===== src/rtl/data_mem_ctrl_pkg.sv =====
// Shared definitions for the data memory controller.
// Holds the access-size encodings, the controller state enum and the
// offsets of the registers inside the 16-byte MMIO window.
package data_mem_ctrl_pkg;

  typedef enum logic [1:0] {
    SZ_BYTE = 2'b00,
    SZ_HALF = 2'b01,
    SZ_WORD = 2'b10,
    SZ_ILL  = 2'b11
  } size_e;

  typedef enum logic [1:0] {
    IDLE = 2'd0,
    WAIT = 2'd1,
    RESP = 2'd2
  } state_e;

  localparam logic [3:0] TOHOST_OFS = 4'h0;
  localparam logic [3:0] CYCLE_OFS  = 4'h4;

endpackage


===== src/rtl/data_mem_ctrl_if.sv =====
// CPU-side request/response bundle of the data memory controller.
// master : CPU (drives req_*, samples rsp_* and tohost_*)
// slave  : controller
interface data_mem_ctrl_if;
  logic        req_valid_i;
  logic        req_ready_o;
  logic        req_we_i;
  logic [31:0] req_addr_i;
  logic [1:0]  req_size_i;
  logic        req_unsigned_i;
  logic [31:0] req_wdata_i;
  logic        rsp_valid_o;
  logic [31:0] rsp_rdata_o;
  logic        rsp_err_o;
  logic [31:0] tohost_o;
  logic        tohost_valid_o;

  modport master (
    output req_valid_i, req_we_i, req_addr_i, req_size_i, req_unsigned_i, req_wdata_i,
    input  req_ready_o, rsp_valid_o, rsp_rdata_o, rsp_err_o, tohost_o, tohost_valid_o
  );

  modport slave (
    input  req_valid_i, req_we_i, req_addr_i, req_size_i, req_unsigned_i, req_wdata_i,
    output req_ready_o, rsp_valid_o, rsp_rdata_o, rsp_err_o, tohost_o, tohost_valid_o
  );
endinterface


===== src/rtl/lsu_lane_align.sv =====
// Byte-lane steering for loads and stores.
// addr_lo/size/is_unsigned : low address bits, access size, load zero-extend
// st_data  : right-aligned store data      -> wr_data/wr_strb : lane-replicated data + lane enables
// rd_word  : addressed 32-bit word          -> ld_data        : selected and extended load value
// misalign : half/word access not naturally aligned
module lsu_lane_align
  import data_mem_ctrl_pkg::*;
(
  input  logic [1:0]  addr_lo,
  input  logic [1:0]  size,
  input  logic        is_unsigned,
  input  logic [31:0] st_data,
  input  logic [31:0] rd_word,
  output logic [31:0] wr_data,
  output logic [3:0]  wr_strb,
  output logic [31:0] ld_data,
  output logic        misalign
);

  logic [7:0]  ld_byte;
  logic [15:0] ld_half;

  always_comb begin
    wr_data  = st_data;
    wr_strb  = 4'b0000;
    ld_data  = rd_word;
    misalign = 1'b0;
    ld_byte  = rd_word[7:0];
    ld_half  = addr_lo[1] ? rd_word[31:16] : rd_word[15:0];

    case (addr_lo)
      2'd1:    ld_byte = rd_word[15:8];
      2'd2:    ld_byte = rd_word[23:16];
      2'd3:    ld_byte = rd_word[31:24];
      default: ld_byte = rd_word[7:0];
    endcase

    case (size)
      SZ_BYTE: begin
        wr_data = {4{st_data[7:0]}};
        wr_strb = 4'b0001 << addr_lo;
        ld_data = is_unsigned ? {24'h0, ld_byte} : {{24{ld_byte[7]}}, ld_byte};
      end
      SZ_HALF: begin
        misalign = addr_lo[0];
        wr_data  = {2{st_data[15:0]}};
        wr_strb  = addr_lo[1] ? 4'b1100 : 4'b0011;
        ld_data  = is_unsigned ? {16'h0, ld_half} : {{16{ld_half[15]}}, ld_half};
      end
      SZ_WORD: begin
        misalign = (addr_lo != 2'b00);
        wr_strb  = 4'b1111;
      end
      default: wr_strb = 4'b0000;
    endcase
  end

endmodule


===== src/rtl/data_mem_ctrl.sv =====
// Single-outstanding data memory controller: word RAM plus a small MMIO
// window (tohost register, free-running cycle counter).
// clk, reset_n_i : clock, async active-low reset
// bus            : request/response bundle (slave side)
//
// state | meaning
// IDLE  | ready; request fields captured on acceptance
// WAIT  | wait-state timer counting down to zero
// RESP  | one-cycle response strobe; stores committed on entry
module data_mem_ctrl
  import data_mem_ctrl_pkg::*;
#(
  parameter int          RAM_DEPTH   = 16,
  parameter int          WAIT_STATES = 1,
  parameter logic [31:0] MMIO_BASE   = 32'h0000_1000
) (
  input  logic           clk,
  input  logic           reset_n_i,
  data_mem_ctrl_if.slave bus
);

  localparam int          IDX_W     = (RAM_DEPTH > 1) ? $clog2(RAM_DEPTH) : 1;
  localparam logic [32:0] RAM_BYTES = 33'(RAM_DEPTH) * 33'd4;
  localparam logic [2:0]  WAIT_LOAD = (WAIT_STATES > 0) ? 3'(WAIT_STATES - 1) : 3'd0;

  state_e      state_q, state_d;
  logic [2:0]  wait_cnt_q, wait_cnt_d;
  logic        enter_resp;

  logic        we_q, uns_q;
  logic [31:0] addr_q, wdata_q;
  logic [1:0]  size_q;

  logic        cur_we, cur_uns;
  logic [31:0] cur_addr, cur_wdata;
  logic [1:0]  cur_size;

  logic [31:0] ram [RAM_DEPTH];
  logic [31:0] cycle_cnt_q, tohost_q;
  logic        tohost_pls_q;

  logic [IDX_W-1:0] ram_idx;
  logic        is_ram, sel_mmio, fault, ram_we, tohost_wr;
  logic [3:0]  mmio_ofs;
  logic [31:0] rd_word, wr_data, ld_data;
  logic [3:0]  wr_strb;
  logic        misalign;

  // With zero wait states the store commits on the acceptance edge itself,
  // so the live bus fields are used while IDLE and the captured ones after.
  assign cur_we    = (state_q == IDLE) ? bus.req_we_i       : we_q;
  assign cur_uns   = (state_q == IDLE) ? bus.req_unsigned_i : uns_q;
  assign cur_addr  = (state_q == IDLE) ? bus.req_addr_i     : addr_q;
  assign cur_wdata = (state_q == IDLE) ? bus.req_wdata_i    : wdata_q;
  assign cur_size  = (state_q == IDLE) ? bus.req_size_i     : size_q;

  assign ram_idx  = cur_addr[IDX_W+1:2];
  assign is_ram   = ({1'b0, cur_addr} < RAM_BYTES);
  assign sel_mmio = !is_ram && (cur_addr[31:4] == MMIO_BASE[31:4]);
  assign mmio_ofs = cur_addr[3:0];

  always_comb begin
    fault = 1'b0;
    if (cur_size == SZ_ILL || misalign) begin
      fault = 1'b1;
    end else if (sel_mmio) begin
      if (cur_size != SZ_WORD) begin
        fault = 1'b1;
      end else begin
        case (mmio_ofs)
          TOHOST_OFS: fault = 1'b0;
          CYCLE_OFS:  fault = cur_we;
          default:    fault = 1'b1;
        endcase
      end
    end else if (!is_ram) begin
      fault = 1'b1;
    end
  end

  always_comb begin
    rd_word = tohost_q;
    if (is_ram)                       rd_word = ram[ram_idx];
    else if (mmio_ofs == CYCLE_OFS)   rd_word = cycle_cnt_q;
  end

  lsu_lane_align u_lane (
    .addr_lo     (cur_addr[1:0]),
    .size        (cur_size),
    .is_unsigned (cur_uns),
    .st_data     (cur_wdata),
    .rd_word     (rd_word),
    .wr_data     (wr_data),
    .wr_strb     (wr_strb),
    .ld_data     (ld_data),
    .misalign    (misalign)
  );

  always_comb begin
    state_d    = state_q;
    wait_cnt_d = wait_cnt_q;
    enter_resp = 1'b0;
    case (state_q)
      IDLE: begin
        if (bus.req_valid_i) begin
          if (WAIT_STATES > 0) begin
            state_d    = WAIT;
            wait_cnt_d = WAIT_LOAD;
          end else begin
            state_d    = RESP;
            enter_resp = 1'b1;
          end
        end
      end
      WAIT: begin
        if (wait_cnt_q == 3'd0) begin
          state_d    = RESP;
          enter_resp = 1'b1;
        end else begin
          wait_cnt_d = wait_cnt_q - 3'd1;
        end
      end
      RESP:    state_d = IDLE;
      default: state_d = IDLE;
    endcase
  end

  // reset_n_i gating keeps a request presented during reset from writing RAM.
  assign ram_we    = reset_n_i && enter_resp && cur_we && is_ram && !fault;
  assign tohost_wr = enter_resp && cur_we && sel_mmio && !fault && (mmio_ofs == TOHOST_OFS);

  always_ff @(posedge clk or negedge reset_n_i) begin
    if (!reset_n_i) begin
      state_q      <= IDLE;
      wait_cnt_q   <= 3'd0;
      we_q         <= 1'b0;
      uns_q        <= 1'b0;
      addr_q       <= 32'h0;
      wdata_q      <= 32'h0;
      size_q       <= 2'b00;
      cycle_cnt_q  <= 32'h0;
      tohost_q     <= 32'h0;
      tohost_pls_q <= 1'b0;
    end else begin
      state_q      <= state_d;
      wait_cnt_q   <= wait_cnt_d;
      cycle_cnt_q  <= cycle_cnt_q + 32'd1;
      tohost_pls_q <= tohost_wr;
      if (tohost_wr) tohost_q <= cur_wdata;
      if (state_q == IDLE && bus.req_valid_i) begin
        we_q    <= bus.req_we_i;
        uns_q   <= bus.req_unsigned_i;
        addr_q  <= bus.req_addr_i;
        wdata_q <= bus.req_wdata_i;
        size_q  <= bus.req_size_i;
      end
    end
  end

  always_ff @(posedge clk) begin
    if (ram_we) begin
      for (int i = 0; i < 4; i++) begin
        if (wr_strb[i]) ram[ram_idx][8*i +: 8] <= wr_data[8*i +: 8];
      end
    end
  end

  assign bus.req_ready_o    = (state_q == IDLE);
  assign bus.rsp_valid_o    = (state_q == RESP);
  assign bus.rsp_err_o      = (state_q == RESP) && fault;
  assign bus.rsp_rdata_o    = ((state_q == RESP) && !fault && !cur_we) ? ld_data : 32'h0;
  assign bus.tohost_o       = tohost_q;
  assign bus.tohost_valid_o = tohost_pls_q;

endmodule

===== src/flat_wrapper.sv =====
// flat-port wrapper written by rule: the top's interface ports become plain ports
module data_mem_ctrl_flat import data_mem_ctrl_pkg::*;
#(
  parameter int          RAM_DEPTH   = 16,
  parameter int          WAIT_STATES = 1,
  parameter logic [31:0] MMIO_BASE   = 32'h0000_1000
)
  (clk, reset_n_i, bus_req_valid_i, bus_req_we_i, bus_req_addr_i, bus_req_size_i, bus_req_unsigned_i, bus_req_wdata_i, bus_req_ready_o, bus_rsp_valid_o, bus_rsp_rdata_o, bus_rsp_err_o, bus_tohost_o, bus_tohost_valid_o);
  data_mem_ctrl_if bus_i ();
  input  logic clk;
  input  logic reset_n_i;
  input wire logic [$bits(bus_i.req_valid_i)-1:0] bus_req_valid_i;
  input wire logic [$bits(bus_i.req_we_i)-1:0] bus_req_we_i;
  input wire logic [$bits(bus_i.req_addr_i)-1:0] bus_req_addr_i;
  input wire logic [$bits(bus_i.req_size_i)-1:0] bus_req_size_i;
  input wire logic [$bits(bus_i.req_unsigned_i)-1:0] bus_req_unsigned_i;
  input wire logic [$bits(bus_i.req_wdata_i)-1:0] bus_req_wdata_i;
  output wire logic [$bits(bus_i.req_ready_o)-1:0] bus_req_ready_o;
  output wire logic [$bits(bus_i.rsp_valid_o)-1:0] bus_rsp_valid_o;
  output wire logic [$bits(bus_i.rsp_rdata_o)-1:0] bus_rsp_rdata_o;
  output wire logic [$bits(bus_i.rsp_err_o)-1:0] bus_rsp_err_o;
  output wire logic [$bits(bus_i.tohost_o)-1:0] bus_tohost_o;
  output wire logic [$bits(bus_i.tohost_valid_o)-1:0] bus_tohost_valid_o;
  assign bus_i.req_valid_i = bus_req_valid_i;
  assign bus_i.req_we_i = bus_req_we_i;
  assign bus_i.req_addr_i = bus_req_addr_i;
  assign bus_i.req_size_i = bus_req_size_i;
  assign bus_i.req_unsigned_i = bus_req_unsigned_i;
  assign bus_i.req_wdata_i = bus_req_wdata_i;
  assign bus_req_ready_o = bus_i.req_ready_o;
  assign bus_rsp_valid_o = bus_i.rsp_valid_o;
  assign bus_rsp_rdata_o = bus_i.rsp_rdata_o;
  assign bus_rsp_err_o = bus_i.rsp_err_o;
  assign bus_tohost_o = bus_i.tohost_o;
  assign bus_tohost_valid_o = bus_i.tohost_valid_o;
  data_mem_ctrl #(.RAM_DEPTH(RAM_DEPTH), .WAIT_STATES(WAIT_STATES), .MMIO_BASE(MMIO_BASE)) u_core (.clk(clk), .reset_n_i(reset_n_i), .bus(bus_i));
endmodule

===== config.mk =====
export PLATFORM = sky130hd
export DESIGN_NAME = data_mem_ctrl_flat
export DESIGN_NICKNAME = d
export VERILOG_FILES = /design/src/rtl/data_mem_ctrl_pkg.sv /design/src/rtl/data_mem_ctrl_if.sv /design/src/rtl/lsu_lane_align.sv /design/src/rtl/data_mem_ctrl.sv /design/src/flat_wrapper.sv
export SDC_FILE = /design/constraint.sdc
export NUM_CORES = 1
export LEC_CHECK = 0
export CORE_MARGIN = 1.5
export CORE_UTILIZATION = 40
export CTS_CLUSTER_DIAMETER = 120
export DETAILED_ROUTE_END_ITERATION = 8
export HOLD_SLACK_MARGIN = 0.15
export PLACE_DENSITY = 0.56
export SYNTH_ARGS = -nofsm -noshare
export SYNTH_HDL_FRONTEND = slang
export SYNTH_SLANG_ARGS = --single-unit
export TNS_END_PERCENT = 1

===== constraint.sdc =====
create_clock -name clk -period 4.5 [get_ports clk]
set_input_delay 0.9 -clock clk [delete_from_list [all_inputs] [get_ports clk]]
set_output_delay 0.9 -clock clk [all_outputs]
set_load 0.02 [all_outputs]

==> summary by stage <==
Job
The tool flagged a number of max-cap violations equal to 0.

Placed design
The total half-perimeter wirelength after legalization and detailed placement is 63.1 mm. The placed instance area is 33200 sq um. The placer congestion estimate is 0.929. Port buffering added 138 buffers.

STA
The slack of the critical path is -0.279 ns. The minimum clock period is 4.78 ns. The tightest hold path in the finished design has a slack of 0.505 ns. The post-route fraction of the period consumed by the critical path is 1.06. For the final database, setup skew stands at 0.0194 ns. The worst slew slack as a fraction of its limit is 0.328.

The final-report hold violation count came to 0. The final count of negative-setup-slack endpoints is 32. At the pin with the least slew margin, the transition time is 1.01 ns.

The highest achievable clock rate is 0.209 GHz. The number of max-slew violations in the final report is 0. Setup repair after global routing could not meet its margin everywhere.

Layout
The number of nets in the final layout is 2609. In the final layout, the share of cells above drive strength 1 is 0.302. The number of diodes added for antenna fixing is 0. Counting the fill cells in the layout gives 5686.

Summing all multi-input logic gate instances after layout gives 9280 sq um. The design area is 36600 sq um. The footprint of the flip-flops and latches is 18800 sq um. The signed area change from the synthesized netlist to the final layout is 32.2%.

Global route
The initial antenna violation count is 2. The wire length of the first global-routing pass is 133 mm. The total routing resource utilization after global routing is 0.257.

The via count of the first global-routing pass is 19889. After global routing the overflow that remains totals 0. Entering global routing, the biggest net connects 69 pins.

Critical path
The length in cells of the worst reg-to-reg path is 17. The setup slack of the most critical reg-to-reg path is 0.30 ns. The largest stage delay on the critical path is 0.41 ns. By instance count, the cell type seen most on the critical path is sky130_fd_sc_hd__buf_6. STA classifies the critical path startpoint as a register.

STA puts the critical path data arrival time at 3.88 ns. The endpoint class of the critical path is an output pin. Traced cell by cell, the critical path runs through or2_4, inv_8, buf_6, mux2i_4, buf_12, nor2_1, buf_4, o21ai_1, nand4_1, buf_6, a211o_1, a21boi_2, a211oi_4, buf_6, buf_12, nor3_4, buf_6. The cell family contributing the most delay on the critical path is buffers and inverters. The highest net fanout along the worst path is 8. Counting both buffers and inverters, the worst setup path holds a total of 8. In this run the critical register-to-register path is captured at u_core.ram[6][11]. The critical path data required time is 3.60 ns. The category of the most critical setup path is register to output pin.

The cell type of the slowest stage on the worst timing path is sky130_fd_sc_hd__dfrtp_1. In this run the critical register-to-register path is launched from u_core.state_q[1].

Logic synthesis
After synthesis, the largest family of logic cells by area is multiplexers. The mapped netlist covers 27700 sq um. The mean area per synthesized cell is 13.6 sq um. The number of nets in the synthesized netlist is 2117.

The compound-gate portion of the synthesized area is 0.0862. The post-synthesis sequential area ratio is 0.680. The synthesized design contains 650 register bits.

The number of warnings reported in the yosys synthesis log is 0. The number of flops mapped to enable cells by yosys is 512. The netlist uses 68 different library cells. Of the total synthesized cell area, the portion taken by full adders, half adders and majority gates is 0.00316. The cell count after synthesis came out at 2039. Counting flops with an async set or reset pin after synthesis yields a share of 0.212. The most common flop cell mapped by yosys is sky130_fd_sc_hd__edfxtp_1. The share of cell area taken by muxes after synthesis is 0.101.

Of the total synthesized cell area, the portion taken by XOR and XNOR cells is 0.00949. Of the total synthesized cell area, the portion taken by AND, OR, NAND and NOR gates is 0.0991.

Die
From left edge to right edge, the die measures 266 um. The number of rows created at floorplan is 96. The number of placed I/O pins is 139. After floorplanning, the core was sized to cover 68600 sq um. The starting density of the core is 0.404. The height of the die is 266 um.

The floorplan step defined a die boundary enclosing 70800 sq um.

Routing
The routed design has 90.8 mm of wire. The mean number of vias per cell is 5.57. The remaining design rule violation count is 0. The detailed router finished its first iteration with 1933 violations. Before antenna repair, the detailed router went through 8 iterations. The routed length per instance is 25.9 um. The number of antenna-violating nets in the routed design is 0. The number of vias in the routed layout is 19547.

Status
The checks that failed: setup timing. The run finished, with violations left.

Worst hold path
The count of cells along the worst hold path is 1. The startpoint identified for the worst hold timing path is u_core.wdata_q[12]. The class of the tightest hold or removal check is register to register. The worst min-delay path endpoint is u_core.wdata_q[12].

Power
After layout, the design draws a total of 27.5 mW. The power density over the cells is 750 nW/um^2. The total leakage power is 13.4 nW. The worst supply voltage drop on vdd is 0.334 mV.

CTS
The TritonCTS clock tree is done. The tree is rooted in a sky130_fd_sc_hd__clkbuf_16. The total number of clock tree sinks is 650. The CTS clock-pin slew for the worst setup and hold paths is 0.06 ns. The insertion delay of the later-clocked pin in the worst-skew pair is 0.61 ns.

The count of H-tree levels built during CTS is 3. Buffers inserted during clock tree synthesis total 71. The clock passes through at most 3 buffers.
==> area by class of cell <==
type,instances,share of cell area
Multi-Input combinational cell,1249,0.254
Inverter,11,0.00133
Timing Repair Buffer,548,0.143
Clock buffer,94,0.0512
Tap cell,931,0.0318
Sequential cell,650,0.514
Clock inverter,25,0.00506
==> cells by family after synthesis <==
group | Yosys count
flops | 650
simple gates | 619
compound gates | 358
mux | 235
buf+inv | 140
xor+xnor | 30
fa+ha+maj | 7
==> power breakdown <==
group	internal, mW	switching (mW)	total [mW]
registers	8.47	0.223	8.70
clock network	2.98	2.33	5.31
logic	5.34	8.12	13.5
==> metal layers <==
metal  vias up  global-route usage  part of all wire
met2       804               0.424              0.48
met1      9844               0.346              0.42
met4         0              0.0958             0.033
met5         -                   0                 0
li1       8738                   -                 -
met3       161              0.0384             0.068
==> repair_timing <==
action / in CTS / in global routing
resized for setup: 321 / 33
hold buffers: 1 / 0
pin swaps: 58 / 25
setup buffers: 28 / 2
endpoints found under the hold margin: 17 / 0
gates cloned: 8 / 0
setup endpoints to repair: 38 / 33
==> cells in the mapped netlist, drive strengths merged (43+ instances only) <==
cell    count  share of area
dfrtp     138           0.12
o21ai      73          0.013
mux2       89          0.036
nor2      149          0.020
and3       43         0.0097
nand2     268          0.036
clkbuf     69         0.0094
o22ai      48          0.011
nand3      82          0.015
edfxtp    512           0.56
a311oi     45          0.014
mux2i     120          0.044
a211oi     48          0.013
a21oi      71          0.013
buf        60          0.010
==> flip-flops by register name (all words and copies together), names as in the netlist <==
register,cells
u_core.ram,512
u_core.addr_q,32
u_core.bus.tohost_o,32
u_core.cycle_cnt_q,32
u_core.wdata_q,32
u_core.wait_cnt_q,3
u_core.size_q,2
u_core.state_q,2
u_core.bus.tohost_valid_o,1
u_core.uns_q,1
u_core.we_q,1
==> stage by stage <==
| stage | setup slack, ns | util | TNS, ns | cells |
|---|---|---|---|---|
| after global placement | -1.21 | 0.484 | -277.18 | 3350 |
| after global routing | -0.382 | 0.534 | -10.01 | 3508 |
| after detailed placement | -1.21 | 0.484 | -252.60 | 3350 |
| after floorplan | -0.00466 | - | -0.0280 | 2039 |
| final | -0.279 | 0.534 | -6.80 | 3508 |
| after CTS | -0.259 | 0.531 | -6.47 | 3506 |
==> how the worst max path moves through the flow <==
stage	cells after the start	slack [ns]	end	startpoint
2_1_floorplan	16	-0.005	bus_rsp_rdata_o[16]	u_core.state_q[1]
3_3_place_gp	14	-1.21	bus_rsp_rdata_o[23]	bus_req_addr_i[2]
3_5_place_dp	12	-1.21	bus_rsp_rdata_o[4]	bus_req_addr_i[2]
4_1_cts	16	-0.26	bus_rsp_rdata_o[23]	u_core.state_q[1]
5_1_grt	14	-0.38	bus_rsp_rdata_o[23]	u_core.state_q[1]
6_report	17	-0.28	bus_rsp_rdata_o[25]	u_core.state_q[1]
==> layout by cell type (no fill, tap or decap), types with 10 or more instances in the layout <==
cell type                         netlist  layout
sky130_fd_sc_hd__edfxtp_1             512     512
sky130_fd_sc_hd__buf_4                  6     352
sky130_fd_sc_hd__nand2_1              268     264
sky130_fd_sc_hd__nor2_1               149     145
sky130_fd_sc_hd__dfrtp_1              138     138
sky130_fd_sc_hd__mux2i_1              119     111
sky130_fd_sc_hd__clkdlybuf4s50_1        0     102
sky130_fd_sc_hd__mux2_2                81      79
sky130_fd_sc_hd__nand3_1               82      78
sky130_fd_sc_hd__clkbuf_16              0      71
sky130_fd_sc_hd__a21oi_1               71      62
sky130_fd_sc_hd__and3_1                43      42
sky130_fd_sc_hd__buf_6                  0      39
sky130_fd_sc_hd__buf_12                 0      39
sky130_fd_sc_hd__o22ai_1               48      37
sky130_fd_sc_hd__o21ai_1               20      36
sky130_fd_sc_hd__o21ai_0               53      29
sky130_fd_sc_hd__mux4_2                26      26
sky130_fd_sc_hd__a211oi_1              47      26
sky130_fd_sc_hd__a311oi_1              45      26
sky130_fd_sc_hd__clkbuf_1              69      22
sky130_fd_sc_hd__nand4_1               21      21
sky130_fd_sc_hd__xnor2_1               21      21
sky130_fd_sc_hd__a311oi_2               0      17
sky130_fd_sc_hd__a211oi_4               1      14
sky130_fd_sc_hd__nor4_1                16      12
sky130_fd_sc_hd__clkinv_2               0      10
==> worst reg2reg max path: stages, from the launching register on <==
cell	delay (ns)
sky130_fd_sc_hd__dfrtp_1	0.41
sky130_fd_sc_hd__or2_4	0.30
sky130_fd_sc_hd__inv_8	0.09
sky130_fd_sc_hd__buf_4	0.15
sky130_fd_sc_hd__buf_12	0.15
sky130_fd_sc_hd__mux2i_4	0.30
sky130_fd_sc_hd__buf_4	0.16
sky130_fd_sc_hd__ha_2	0.27
sky130_fd_sc_hd__a2111oi_4	0.41
sky130_fd_sc_hd__buf_4	0.17
sky130_fd_sc_hd__buf_4	0.10
sky130_fd_sc_hd__nand3_1	0.18
sky130_fd_sc_hd__nor4_2	0.20
sky130_fd_sc_hd__buf_4	0.19
sky130_fd_sc_hd__o21ai_1	0.12
sky130_fd_sc_hd__buf_12	0.18
sky130_fd_sc_hd__nor2_1	0.26
sky130_fd_sc_hd__buf_4	0.22
(Power assumes the default switching activity.)
